`config.mk`:
```
export PLATFORM = sky130hd
export DESIGN_NAME = pfpu_jobq
export DESIGN_NICKNAME = d
export VERILOG_FILES = /design/src/rtl/pfpu_jobq.sv
export SDC_FILE = /design/constraint.sdc
export NUM_CORES = 1
export LEC_CHECK = 0
export BUFFER_PORTS_ARGS = -buffer_cell sky130_fd_sc_hd__buf_2
export CELL_PAD_IN_SITES_DETAIL_PLACEMENT = 1
export CELL_PAD_IN_SITES_GLOBAL_PLACEMENT = 1
export CORE_MARGIN = 2
export CORE_UTILIZATION = 51
export DETAILED_ROUTE_END_ITERATION = 10
export GPL_TIMING_DRIVEN = 0
export PLACE_DENSITY_LB_ADDON = 0.1
export SLEW_MARGIN = 20
export SYNTH_ARGS = -nofsm -noshare
export SYNTH_HDL_FRONTEND = slang
export SYNTH_SLANG_ARGS = --single-unit
```
`constraint.sdc`:
```
create_clock -name sys_clk -period 4.36 [get_ports sys_clk]
set_input_delay 0.436 -clock sys_clk [delete_from_list [all_inputs] [get_ports sys_clk]]
set_output_delay 0.436 -clock sys_clk [all_outputs]
set_load 0.05 [all_outputs]
```
`src/rtl/pfpu_jobq.sv`:
```
// Job-queue sequencer: buffers CSR-staged mesh descriptors and launches them on the PFPU
// back-to-back, raising a single irq when the queue drains.
module pfpu_jobq #(
   parameter logic [4:0]  csr_addr   = 5'h00,
   parameter int unsigned depth_log2 = 2
) (
   input  logic        sys_clk,
   input  logic        sys_rst,

   input  logic [14:0] csr_a,
   input  logic        csr_we,
   input  logic [31:0] csr_di,
   output logic [31:0] csr_do,

   output logic        irq,

   output logic        start,
   input  logic        busy,
   output logic [28:0] dma_base,
   output logic [6:0]  hmesh_last,
   output logic [6:0]  vmesh_last,
   output logic [1:0]  cp_page
);

   localparam int unsigned depth = 1 << depth_log2;

   localparam logic [1:0] StIdle   = 2'd0;
   localparam logic [1:0] StLaunch = 2'd1;
   localparam logic [1:0] StRun    = 2'd2;
   localparam logic [1:0] StDone   = 2'd3;

   typedef logic [depth_log2-1:0] ptr_t;
   typedef logic [depth_log2:0]   cnt_t;

   logic [1:0]  state_q;
   logic [2:0]  wait_q;
   logic [28:0] stage_dma_q;
   logic [6:0]  stage_h_q;
   logic [6:0]  stage_v_q;
   logic [1:0]  stage_page_q;
   ptr_t        wr_ptr_q;
   ptr_t        rd_ptr_q;
   cnt_t        count_q;
   logic        enable_q;
   logic        ovf_q;
   logic        tmo_q;
   logic [15:0] done_cnt_q;

   // Descriptor packing: {dma[28:0], h[6:0], v[6:0], page[1:0]}
   logic [44:0] fifo_mem [depth];
   logic [44:0] head;

   logic        csr_sel;
   logic [2:0]  idx;
   logic        wr_dma, wr_mesh, wr_push, wr_ctrl, wr_done;
   logic        flush, empty, full, pop, push_ok, ovf_set, timeout_hit;
   logic [31:0] status;
   logic [31:0] rd_data;

   assign csr_sel = (csr_a[14:10] == csr_addr);
   assign idx     = csr_a[2:0];
   assign wr_dma  = csr_sel & csr_we & (idx == 3'd0);
   assign wr_mesh = csr_sel & csr_we & (idx == 3'd1);
   assign wr_push = csr_sel & csr_we & (idx == 3'd2);
   assign wr_ctrl = csr_sel & csr_we & (idx == 3'd3);
   assign wr_done = csr_sel & csr_we & (idx == 3'd4);

   assign flush   = wr_ctrl & csr_di[1];
   assign empty   = (count_q == '0);
   // Count never exceeds depth, so its MSB alone marks the full condition.
   assign full    = count_q[depth_log2];
   assign pop     = (state_q == StIdle) & enable_q & ~empty;
   // A pop in the same cycle frees a slot, so a push while full is still accepted.
   assign push_ok = wr_push & (~full | pop) & ~flush;
   assign ovf_set = wr_push & full & ~pop;
   assign timeout_hit = (state_q == StLaunch) & ~busy & (wait_q == 3'd7);
   assign head    = fifo_mem[rd_ptr_q];

   always_comb begin
      status        = 32'd0;
      status[0]     = (state_q != StIdle);
      status[1]     = full;
      status[2]     = empty;
      status[3]     = ovf_q;
      status[4]     = tmo_q;
      status[12:8]  = 5'(count_q);

      rd_data = 32'd0;
      if (csr_sel) begin
         case (idx)
            3'd0:    rd_data = {stage_dma_q, 3'b000};
            3'd1:    rd_data = {14'd0, stage_page_q, 1'b0, stage_v_q, 1'b0, stage_h_q};
            3'd2:    rd_data = status;
            3'd3:    rd_data = {31'd0, enable_q};
            3'd4:    rd_data = {16'd0, done_cnt_q};
            default: rd_data = 32'd0;
         endcase
      end
   end

   always_ff @(posedge sys_clk) begin
      if (push_ok) begin
         fifo_mem[wr_ptr_q] <= {stage_dma_q, stage_h_q, stage_v_q, stage_page_q};
      end
   end

   always_ff @(posedge sys_clk) begin
      if (sys_rst) begin
         state_q      <= StIdle;
         wait_q       <= 3'd0;
         stage_dma_q  <= 29'd0;
         stage_h_q    <= 7'd0;
         stage_v_q    <= 7'd0;
         stage_page_q <= 2'd0;
         wr_ptr_q     <= '0;
         rd_ptr_q     <= '0;
         count_q      <= '0;
         enable_q     <= 1'b0;
         ovf_q        <= 1'b0;
         tmo_q        <= 1'b0;
         done_cnt_q   <= 16'd0;
         csr_do       <= 32'd0;
         irq          <= 1'b0;
         start        <= 1'b0;
         dma_base     <= 29'd0;
         hmesh_last   <= 7'd0;
         vmesh_last   <= 7'd0;
         cp_page      <= 2'd0;
      end else begin
         csr_do <= rd_data;

         if (wr_dma) begin
            stage_dma_q <= csr_di[31:3];
         end
         if (wr_mesh) begin
            stage_h_q    <= csr_di[6:0];
            stage_v_q    <= csr_di[14:8];
            stage_page_q <= csr_di[17:16];
         end
         if (wr_ctrl) begin
            enable_q <= csr_di[0];
         end

         if (flush) begin
            wr_ptr_q <= '0;
            rd_ptr_q <= '0;
            count_q  <= '0;
         end else begin
            if (push_ok) wr_ptr_q <= wr_ptr_q + ptr_t'(1);
            if (pop)     rd_ptr_q <= rd_ptr_q + ptr_t'(1);
            if (push_ok && !pop)      count_q <= count_q + cnt_t'(1);
            else if (!push_ok && pop) count_q <= count_q - cnt_t'(1);
         end

         if (flush)        ovf_q <= 1'b0;
         else if (ovf_set) ovf_q <= 1'b1;
         if (flush)            tmo_q <= 1'b0;
         else if (timeout_hit) tmo_q <= 1'b1;

         if (wr_done)                done_cnt_q <= 16'd0;
         else if (state_q == StDone) done_cnt_q <= done_cnt_q + 16'd1;

         start <= pop;
         irq   <= (state_q == StDone) & empty;

         if (pop) begin
            {dma_base, hmesh_last, vmesh_last, cp_page} <= head;
         end

         case (state_q)
            StIdle: begin
               if (pop) begin
                  state_q <= StLaunch;
                  wait_q  <= 3'd0;
               end
            end
            StLaunch: begin
               if (busy)             state_q <= StRun;
               else if (timeout_hit) state_q <= StDone;
               else                  wait_q  <= wait_q + 3'd1;
            end
            StRun: begin
               if (!busy) state_q <= StDone;
            end
            default: state_q <= StIdle;
         endcase
      end
   end

endmodule
```
### After elaboration in Yosys (flattened, before gate mapping)

Memories as Yosys holds them, arrays and structs flattened. A register that Yosys moved wholly into a read port is not among the register bits.
Cells that the tools add are included.

* register bits after elaboration: 110
* bits in writable memories: 180
* logic and storage cells: 89
* memories: 1
* output and inout bits: 79

* eq/ne operators: 13
* reductions and logical operators: 16
* $add $sub $neg: 6
* muxes and demuxes: 14
* bitwise operators: 23

Memories
* fifo_mem: depth 4, width 45, read ports 1, clocked after Yosys merged registers in 1, write ports 1, line 50 `logic [44:0] fifo_mem [depth];`

Operator list (number)
* 32-bit case mux with 5 select lines: 1
* 16-bit by 1-bit adder with 16-bit output (second input constant): 1
* 1-bit AND: 16
* 3-bit 2-to-1 mux: 5
* 2-bit 2-to-1 mux: 4
* 2-bit inequality test (second input constant): 4
* 3-bit by 1-bit adder with 3-bit output (second input constant): 2
* 3-bit by 2-bit equality test with 1-bit output (second input constant): 2
* 3-bit equality test (second input constant): 2
* 3-bit zero test: 2
* 1-bit NOT: 6
* 2-bit case mux with 3 select lines: 1
* 3-bit case mux with 2 select lines: 1
* 2-bit nonzero test: 3
* 2-bit OR reduction: 3
* 5-bit zero test: 1
* 2-bit by 1-bit adder with 2-bit output (second input constant): 2
* 2-bit equality test (second input constant): 2
* 4-bit AND reduction: 1
* 3-bit by 1-bit equality test with 1-bit output (second input constant): 1
* 3-bit inequality test (second input constant): 1
* 3-bit AND reduction: 1
* 3-bit by 1-bit subtractor with 3-bit output (second input constant): 1
* 2-bit by 1-bit equality test with 1-bit output (second input constant): 1
* 5 further kinds: 8

### Logic depth before layout (Yosys ltp)

* depth after elaboration: 10
* depth in mapped cells: 12
* depth with buffers taken out: 11

### Worst setup path after synthesis

Ideal clock, no wire load.

* path type: input -> register
* start point: input csr_a[11]
* end point: memory fifo_mem[0][0] (enable)
* arrival: 2.656 ns
* setup time: 0.407 ns
* cell stages on the path: 4
* path buffers: 1
* setup slack: 1.297 ns
* path through: or4_1 > buf_2 > nor4_4 > and2_1

* cells in the longest elaborated chain, start to end: 8
* elaborated cells on any way between the ends: 10
* classes of those cells: 2 x mux; 7 x bitwise; 1 x reduce/logical

Ends and longest elaborated chain
* start: declaration: line 10 `input logic [14:0] csr_a,`
* 5-bit zero test (*): line 60 `assign csr_sel = (csr_a[14:10] == csr_addr);`
* 1-bit AND (*): line 64, 65
* 1-bit AND: line 65 `assign wr_ctrl = csr_sel & csr_we & (idx == 3'd3);`
* 1-bit AND: line 68 `assign flush = wr_ctrl & csr_di[1];`
* 1-bit NOT: line 74 `assign push_ok = wr_push & (~full | pop) & ~flush;`
* 1-bit AND (*): line 74
* named net push_ok: line 56 `logic flush, empty, full, pop, push_ok, ovf_set, timeout_hit;`
* 1-bit 2-to-1 mux (*): line 102 `if (push_ok) begin`
* 1-bit 2-to-1 mux (not written as such) (*): line 103 `fifo_mem[wr_ptr_q] <= {stage_dma_q, stage_h_q, stage_v_q, stage_page_q};`
* end: declaration: line 50

Mark *: on every way through the listed nets, which the timed path passes. The rest lies on a longest branch.

### Final worst setup path

* start point: register state_q[0]
* end point: register count_q[2]

* cells in the longest elaborated chain, start to end: 9
* elaborated cells on any way between the ends: 12
* classes of those cells: 1 x mux; 5 x bitwise; 6 x reduce/logical

Ends and longest elaborated chain
* start: declaration: line 35 `logic [1:0] state_q;`
* start signal: assignment: line 109 `state_q <= StIdle;`
* start signal: assignment: line 173 `state_q <= StLaunch;`
* start signal: assignment: line 178 `if (busy) state_q <= StRun;`
* 2-bit zero test (*): line 72 `assign pop = (state_q == StIdle) & enable_q & ~empty;`
* 1-bit AND (*) (2 in series): line 72
* 1-bit bitwise OR: line 74
* 1-bit AND (2 in series): line 74
* 1-bit zero test: line 152 `else if (!push_ok && pop) count_q <= count_q - cnt_t'(1);`
* 1-bit logical AND: line 152
* 2-bit nonzero test (no line)
* end signal: assignment: line 151 `if (push_ok && !pop) count_q <= count_q + cnt_t'(1);`
* end signal: assignment: line 152
* end: declaration: line 43 `cnt_t count_q;`

Mark *: on every way between the ends. The rest lies on a longest branch, timed or not.
A chain may end at the register's enable or synchronous reset.

==> metrics <==
Clock Path Buffers 3; Async S/R FF share, synth 0%; commonest non-fill, non-tap cell in the layout nand2_1; initial antenna violation count 1; Die X 161 um; worst hold path class input pin to flop; max layer used met4; Hold Buf Count CTS 0; Starting Density 51.7%; Ys Warns 0; commonest non-fill, non-tap cells in the layout nand2_1 (191), edfxtp_1 (180), dfxtp_1 (155), buf_2 (131), a21oi_1 (99); fmax 351 MHz; Startpoint Class flop; total negative setup slack 0 ns; Routed WL 32.2 mm; cts bufs inserted 35; IO Port Bufs 121; io pins 130; final slew viol count 0; P&R area growth vs syn 17.3%; grt ovf 0; headroom to the max-slew limit 35.8%; row count 57; met1 WL 13.4 mm; placeable core area 0.0242 mm2; post-route cell area 0.0147 mm2; Residual DRC 0; Netlist cell types 47; final hold viol count 0; post-detail-place hpwl 21.3 mm; All-Layer GR Usage 25.3%; synthesized instance count 948; mapped cell area 0.0125 mm2; Peak VDD IR 0.408 mV; post-synthesis sequential area ratio 68.1%; Avg Cell Area, Syn 13.2 um2; Final GP Congestion 0.852; Die H 161 um; post-place setup slack 1.26 ns; ANT nets after route 0; WL met3 1.99 mm; initial DRC count 534; DRT Pass-1 Iters 5; buffer count from post-CTS setup fixing 0; drt via density 5.58; Util after Layout 60.6%; Synth area leaders edfxtp_1 (43%), dfxtp_1 (25%), mux4_2 (8.1%), nand2_1 (5.7%), a21oi_1 (4.0%); layout cells sized above 1 21.2%; Setup CP Type flop to flop; PnR worst setup slack 1.51 ns; Post-Syn Nets 1012; nets@finish 1171; routed length per instance 22.1 um; largest net degree at the start of global routing 46; RSZ-0062 raised after global routing false; post-synthesis register bit count 335; CTS tree done; Post-DP Area 0.0135 mm2; Power Density 435 mW/mm2; Arr. time, crit path 3.23 ns; CP Max Fanout 10; Worst Setup End Kind flop; Most used DFF post-synth edfxtp_1; final hold slack 0.161 ns; cts repair resizes 0; die area 0.0258 mm2; worst-skew pair later-pin latency 0.52 ns; clk slew on worst S/H paths 0.06 ns; clock skew 0.0169 ns; Yosys top cell area share 43.3%; outcome complete, no violations; CP Data Required Time 4.74 ns; largest area contributor in the netlist edfxtp_1; Via Count 8128; transition time of the tightest slew-check pin 0.955 ns; CTS Root Cell clkbuf_16; global-route wire length before repair 49.2 mm; metal2 WL 16.1 mm; CTS H-Tree Depth 2; final setup fails 0; Final min period 2.85 ns; Leak 0.00558 uW; number of max-cap violations 0; clock sinks 335; number of flops mapped to enable cells by yosys 180; Tcrit/Tclk final 65.4%; vias in the first global route 8563
[Yosys cell counts, drive strengths merged (11+ instances only)]
master / count
nand2: 191
edfxtp: 180
dfxtp: 155
a21oi: 99
nor2: 59
mux4: 45
clkbuf: 39
mux2i: 23
and2: 20
buf: 19
xnor2: 14
nor4: 13
ha: 12
inv: 11
[final cells by class]
type | count | area, um2
buffer | 58 | 235
antenna | 1 | 2.50
timing repair buffer | 122 | 633
clock inverter | 16 | 140
clock buffer | 46 | 968
tap | 324 | 405
sequential | 335 | 8510
inverter | 11 | 41.3
fill | 2425 | 9520
multi-input combinational | 544 | 3720
[critical path, stage by stage, from the launching register on]
cell	delay, ns
dfxtp_1	0.38
inv_1	0.08
ha_1	0.29
o311a_1	0.24
inv_1	0.10
clkbuf_1	0.42
ha_1	0.28
inv_1	0.07
fa_1	0.37
xor2_1	0.17
nor2_1	0.14
xnor2_1	0.13
nor2_1	0.05
[stage by stage]
step | cells | power [uW]
after global routing | 1457 | 6540
after global placement | 1393 | 3530
after floorplan | 948 | 3470
after CTS | 1456 | 6410
after detailed placement | 1394 | 3530
final | 1457 | 6370
[cells by family after synthesis]
| kind of cell | after synthesis | share of synthesized area [%] |
|---|---|---|
| compound gates | 125 | 5.71 |
| buf+inv | 69 | 2.20 |
| flops | 335 | 68.1 |
| xor+xnor | 21 | 1.47 |
| simple gates | 316 | 11.1 |
| mux | 69 | 10.0 |
| fa+ha+maj | 13 | 1.36 |
[metal layers]
metal / track usage (%) / vias up
met5: 0 / -
met1: 32.6 / 4080
met4: 7.70 / 0
li1: - / 3704
met2: 43.9 / 286
met3: 4.70 / 58
[report_power, final]
group	internal [uW]	switching, uW	leakage [uW]
Combinational	60.4	104	0.00169
Clock	1690	1220	0.000551
Sequential	3300	6.22	0.00333
[flip-flops by register name, summed over array words and instances (netlist names)]
register	flops
start	1
stage_page_q	2
done_cnt_q	16
tmo_q	1
vmesh_last	7
stage_h_q	7
wait_q	3
irq	1
csr_do	32
stage_v_q	7
wr_ptr_q	2
dma_base	29
state_q	2
ovf_q	1
enable_q	1
fifo_mem	180
count_q	3
rd_ptr_q	2
hmesh_last	7
stage_dma_q	29
cp_page	2
[final timing paths]
check                           slack, ns           from              end  cells past startpoint
worst max-delay path                 1.51     state_q[0]       count_q[2]                     12
worst min-delay path                 0.16     csr_di[30]  stage_dma_q[27]                      3
worst max register to register       1.51     state_q[0]       count_q[2]                     12
worst min register to register       0.45  hmesh_last[4]    hmesh_last[4]                      2
(Power assumes the default switching activity.)
